File: src/rtl/alu_issue_ctrl.sv
// alu_issue_ctrl - execute-stage initiator for the SigmaCore ALU.
//
// Accepts one decoded RV32I OP / OP-IMM instruction with its register
// operands, drives the external combinational ALU for exactly one cycle,
// then registers the result, flags and tag as a response to writeback.
//
// Handshakes: a transfer happens on a rising edge where valid && ready are
// both high. The sender holds its payload while valid && !ready. in_ready
// does not depend on in_valid, and out_valid does not depend on out_ready.
//
// Ports:
//   clk, rst_n                      clock, async active-low reset
//   in_valid/in_ready               request handshake
//   in_instr, in_rs1, in_rs2, in_tag  request payload
//   alu_operand1/2, alu_op          drive to the combinational ALU
//   alu_result, alu_zero/negative/overflow/carry  ALU outputs
//   out_valid/out_ready             response handshake
//   out_result, out_flags, out_tag, out_illegal  registered response
//   op_count                        completed legal operations (wrapping)

package sigma_pkg;
    localparam logic [3:0] ALU_ADD = 4'd0;
    localparam logic [3:0] ALU_SUB = 4'd1;
    localparam logic [3:0] ALU_AND = 4'd2;
    localparam logic [3:0] ALU_OR  = 4'd3;
    localparam logic [3:0] ALU_XOR = 4'd4;
    localparam logic [3:0] ALU_SLL = 4'd5;
    localparam logic [3:0] ALU_SRL = 4'd6;
    localparam logic [3:0] ALU_SRA = 4'd7;
endpackage

module alu_issue_ctrl
    import sigma_pkg::*;
#(
    parameter int TAG_W = 5,
    parameter int CNT_W = 16
) (
    input  logic             clk,
    input  logic             rst_n,
    input  logic             in_valid,
    output logic             in_ready,
    input  logic [31:0]      in_instr,
    input  logic [31:0]      in_rs1,
    input  logic [31:0]      in_rs2,
    input  logic [TAG_W-1:0] in_tag,
    output logic [31:0]      alu_operand1,
    output logic [31:0]      alu_operand2,
    output logic [3:0]       alu_op,
    input  logic [31:0]      alu_result,
    input  logic             alu_zero,
    input  logic             alu_negative,
    input  logic             alu_overflow,
    input  logic             alu_carry,
    output logic             out_valid,
    input  logic             out_ready,
    output logic [31:0]      out_result,
    output logic [3:0]       out_flags,
    output logic [TAG_W-1:0] out_tag,
    output logic             out_illegal,
    output logic [CNT_W-1:0] op_count
);

    localparam logic [6:0] OPC_OP     = 7'b0110011;
    localparam logic [6:0] OPC_OP_IMM = 7'b0010011;
    localparam logic [6:0] F7_ZERO    = 7'b0000000;
    localparam logic [6:0] F7_ALT     = 7'b0100000;

    typedef enum logic [1:0] {IDLE, ISSUE, RESP} state_t;

    state_t           state_q, state_d;
    logic [TAG_W-1:0] tag_q;

    logic [6:0]  opcode;
    logic [2:0]  f3;
    logic [6:0]  f7;
    logic        dec_legal;
    logic [3:0]  dec_op;
    logic [31:0] dec_op2;
    logic        accept;
    logic        unused_fields;

    assign opcode = in_instr[6:0];
    assign f3     = in_instr[14:12];
    assign f7     = in_instr[31:25];

    // rd/rs1 index fields are resolved upstream; only the values arrive here.
    assign unused_fields = ^{in_instr[19:15], in_instr[11:7]};

    // Decode straight from the request so the accept edge can latch the
    // final ALU controls.
    always_comb begin
        dec_legal = 1'b0;
        dec_op    = ALU_ADD;
        dec_op2   = in_rs2;
        case (opcode)
            OPC_OP: begin
                case (f3)
                    3'b000: begin
                        dec_legal = (f7 == F7_ZERO) || (f7 == F7_ALT);
                        dec_op    = (f7 == F7_ALT) ? ALU_SUB : ALU_ADD;
                    end
                    3'b001: begin dec_legal = (f7 == F7_ZERO); dec_op = ALU_SLL; end
                    3'b100: begin dec_legal = (f7 == F7_ZERO); dec_op = ALU_XOR; end
                    3'b110: begin dec_legal = (f7 == F7_ZERO); dec_op = ALU_OR;  end
                    3'b111: begin dec_legal = (f7 == F7_ZERO); dec_op = ALU_AND; end
                    3'b101: begin
                        dec_legal = (f7 == F7_ZERO) || (f7 == F7_ALT);
                        dec_op    = (f7 == F7_ALT) ? ALU_SRA : ALU_SRL;
                    end
                    default: dec_legal = 1'b0;
                endcase
            end
            OPC_OP_IMM: begin
                dec_op2 = {{20{in_instr[31]}}, in_instr[31:20]};
                case (f3)
                    3'b000: begin dec_legal = 1'b1; dec_op = ALU_ADD; end
                    3'b100: begin dec_legal = 1'b1; dec_op = ALU_XOR; end
                    3'b110: begin dec_legal = 1'b1; dec_op = ALU_OR;  end
                    3'b111: begin dec_legal = 1'b1; dec_op = ALU_AND; end
                    3'b001: begin
                        dec_op2   = {27'd0, in_instr[24:20]};
                        dec_legal = (f7 == F7_ZERO);
                        dec_op    = ALU_SLL;
                    end
                    3'b101: begin
                        dec_op2   = {27'd0, in_instr[24:20]};
                        dec_legal = (f7 == F7_ZERO) || (f7 == F7_ALT);
                        dec_op    = (f7 == F7_ALT) ? ALU_SRA : ALU_SRL;
                    end
                    default: dec_legal = 1'b0;
                endcase
            end
            default: dec_legal = 1'b0;
        endcase
    end

    assign in_ready = (state_q == IDLE);
    assign accept   = in_valid && in_ready;

    always_comb begin
        state_d = state_q;
        case (state_q)
            IDLE:    if (in_valid) state_d = dec_legal ? ISSUE : RESP;
            ISSUE:   state_d = RESP;
            RESP:    if (out_ready) state_d = IDLE;
            default: state_d = IDLE;
        endcase
    end

    always_ff @(posedge clk or negedge rst_n) begin
        if (!rst_n) state_q <= IDLE;
        else        state_q <= state_d;
    end

    always_ff @(posedge clk or negedge rst_n) begin
        if (!rst_n) begin
            alu_operand1 <= 32'd0;
            alu_operand2 <= 32'd0;
            alu_op       <= ALU_ADD;
            tag_q        <= '0;
            out_valid    <= 1'b0;
            out_result   <= 32'd0;
            out_flags    <= 4'd0;
            out_tag      <= '0;
            out_illegal  <= 1'b0;
            op_count     <= '0;
        end else begin
            // ALU controls only move on a legal accept, so the ALU sees
            // registered operands for the whole ISSUE cycle.
            if (accept && dec_legal) begin
                alu_operand1 <= in_rs1;
                alu_operand2 <= dec_op2;
                alu_op       <= dec_op;
                tag_q        <= in_tag;
            end
            // Illegal requests skip the ALU and respond directly.
            if (accept && !dec_legal) begin
                out_valid   <= 1'b1;
                out_illegal <= 1'b1;
                out_result  <= 32'd0;
                out_flags   <= 4'd0;
                out_tag     <= in_tag;
            end
            if (state_q == ISSUE) begin
                out_valid   <= 1'b1;
                out_illegal <= 1'b0;
                out_result  <= alu_result;
                out_flags   <= {alu_zero, alu_negative, alu_overflow, alu_carry};
                out_tag     <= tag_q;
                op_count    <= op_count + CNT_W'(1);
            end
            if (state_q == RESP && out_ready) begin
                out_valid <= 1'b0;
            end
        end
    end

endmodule
File: config.mk
export PLATFORM = sky130hd
export DESIGN_NAME = alu_issue_ctrl
export DESIGN_NICKNAME = d
export VERILOG_FILES = /design/src/rtl/alu_issue_ctrl.sv
export SDC_FILE = /design/constraint.sdc
export NUM_CORES = 1
export LEC_CHECK = 0
export ABC_AREA = 1
export CORE_MARGIN = 10
export CORE_UTILIZATION = 45
export DETAILED_ROUTE_END_ITERATION = 8
export PLACE_DENSITY = 0.86
export SLEW_MARGIN = 5
export SYNTH_ARGS = -nofsm -noshare
export SYNTH_HDL_FRONTEND = slang
export SYNTH_SLANG_ARGS = --single-unit
File: constraint.sdc
create_clock -name clk -period 3.1 [get_ports clk]
set_clock_uncertainty 0.2 [all_clocks]
set_input_delay 0.31 -clock clk [delete_from_list [all_inputs] [get_ports clk]]
set_output_delay 0.31 -clock clk [all_outputs]
set_load 0.01 [all_outputs]
==> results_dict.tcl <==
set metrics [dict create \
    pre_cts_ws_ns 0.531 \
    relSlewSlack_pct 47.6 \
    synth_nets 863 \
    final_nets 1116 \
    worstSetupPathType "flip-flop to flip-flop" \
    post_cts_buffers 0 \
    cts_made_buffers 17 \
    vias 5599 \
    register_area_sq_um 3330 \
    synth_cell_type_count 30 \
    grt_pass1_wl_microns 30800 \
    ir_worst_vdd_v 0.000272 \
    grt-ovfl-total 0 \
    synth_top_area_share_pct 57.0 \
    slowest_delay_ns 0.59 \
    antenna_found_initial 0 \
    pwr_density_cell_nw_per_um2 461 \
    sw_frac_of_total_pct 22.1 \
    crit_chain "inv_1 > nor2_4 > buf_4 > inv_2 > nand2_1 > nand2_1 > nand2_1" \
    p_leak_uw 0.00466 \
    cts_tree "done" \
    syn_area_sq_um 5840 \
    portBuffers 257 \
    yosysSeqAreaShare_pct 57.0 \
    synthTopCellsByArea "dfrtp_1, nand2_1, nand3_1, inv_1, xor2_1" \
    netlist_instances 721 \
    multi_input_area_sq_um 2240 \
    fin_crit_sh_pct 70.1 \
    rsz0062_at_grt "no" \
    holdBufCountCts 1 \
    cp_common_cell "nand2_1" \
    cts_root_buf "clkbuf_16" \
    hp-class "input pin to flip-flop" \
    drive_above_1_share_pct 5.78 \
    synth_area_per_cell_sq_um 8.10 \
    yosysTopAreaCell "dfrtp_1" \
    p_switching_uw 940 \
    initial_core_util_pct 46.1 \
    yosysWarnings 0 \
    finalCriticalPeriod_ns 2.17 \
    placementRows 41 \
    final_hold_viol_count 0 \
    final_cell_mix "nand2_1, clkdlybuf4s50_1, dfrtp_1, nand3_1, inv_1" \
    p_comb_share_pct 9.8 \
    p_seq_share_pct 42.2 \
    core-area_sq_um 12700 \
    cts_sinks 133 \
    cts-resized-gates 0 \
    ant_nets 0 \
    die_h_microns 134 \
    grt.total_usage_pct 21.6 \
    final_common_cell "nand2_1" \
    grt_max_degree 81 \
    dieArea_sq_um 17900 \
    drt-vias-per-instance 4.83 \
    ios 269 \
    worstMarginPinSlew_ns 0.785 \
    ys_ff_latch 133 \
    critPathBufInv 3 \
    drc_errors 0 \
    status "complete, no violations" \
    dpl.hpwl_microns 14500 \
    crit_path_end_kind "flip-flop" \
    clkPwrFrac_pct 48.1 \
    path_clk_slew_ns 0.06 \
    firstDrtPassIters 4 \
    whs_ns 0.227 \
    fin_tns_setup_ns 0 \
    p_int_uw 3310 \
    cp_top_family "buffers and inverters" \
    post_drt_wl_per_cell_microns 16.9 \
    first_global_vias 5764 \
    clk_path_buf_depth 2 \
    maxCapViolations 0 \
    final_max_slew_viol_count 0 \
    drt_iter0_drc 345 \
    wirelength_microns 19600 \
    die_x_microns 134 \
    worst_ep_arrival_time_ns 2.27 \
    n_antenna_cell 0 \
    insertion_delay_ns 0.41 \
    fmax_mhz 460 \
    slowest_stage "inv_2" \
    crit_path_max_fanout 46 \
    required_ns 3.20 \
    fin_ws_ns 0.927 \
    htree_levels 4 \
    setup_viol 0 \
    place.gp.congestion 0.839 \
    nFillCells 916 \
    area_growth_pct 57.5 \
    start_kind "flip-flop" \
]
## cell families after synthesis
family          share of synthesized area (%)
simple gates                             33.7
flops                                    57.0
buf+inv                                  4.90
compound gates                           2.21
xor+xnor                                 1.95
fa+ha+maj                               0.214
other cells                            0.0642
## flip-flops by register name, indices dropped and copies added (netlist names)
name / flops
alu_op: 3
alu_operand1: 32
alu_operand2: 32
op_count: 16
out_flags: 4
out_illegal: 1
out_result: 32
out_tag: 5
out_valid: 1
state_q: 2
tag_q: 5
## worst min-delay path, delay by kind of cell
family	cells	cell delay, ns
buffers and inverters	1	0.39
and+or+nand+nor	2	0.10
## cell usage after synthesis (all sizes together)
library cell / count
nor3: 7
or2: 1
ha: 1
nor3b: 1
nor2: 19
clkbuf: 14
a21boi: 1
nand3: 61
nand2: 396
dfrtp: 133
inv: 25
nand4: 2
buf: 21
o21ai: 22
nor4: 1
nand3b: 1
xor2: 9
xnor2: 4
o211ai: 1
conb: 1
## final timing paths
check                                  endpoint  slack, ns       start  cells past startpoint
max in group asynchronous       alu_operand1[0]       1.70       rst_n                      3
min in group asynchronous          out_flags[2]       0.24       rst_n                      2
worst min-delay path            alu_operand1[6]       0.23   in_rs1[6]                      3
worst max register to register       out_tag[1]       0.93  state_q[0]                      7
worst min register to register        alu_op[0]       0.28   alu_op[0]                      2
worst max-delay path                 out_tag[1]       0.93  state_q[0]                      7
## metrics by stage
step	total power, uW	std cells	area [sq um]	util, %
6_report	4250	1159	9200	72.6
5_1_grt	4400	1159	9200	72.6
2_1_floorplan	1930	721	5840	-
4_1_cts	4280	1159	9200	72.6
3_5_place_dp	2240	1126	8580	67.7
3_3_place_gp	2230	1126	8580	67.7
## power by group through the flow
stage	Sequential (uW)	Combinational (uW)	Clock [uW]
after detailed placement	1820	417	0
final	1790	415	2040
after global placement	1820	411	0
after floorplan	1840	96.3	0
after CTS	1790	421	2070
after global routing	1790	454	2160
## routing by layer
metal	track usage (%)	vias up	share of wire (%)
met4	6.41	0	1.1
met5	0	-	0
met1	24.3	2632	40
met2	35.2	216	48
met3	11.0	16	12
li1	-	2735	-
## cell type report
type / instances / share of cell area (%)
inverters: 25 / 1.02
well taps: 172 / 2.34
repair buffers: 269 / 29.5
clock inverters: 10 / 1.29
multi-input cells: 528 / 24.3
flip-flops and latches: 133 / 36.2
clock buffers: 22 / 5.37
Note: power is estimated with default switching activity, not from simulation.
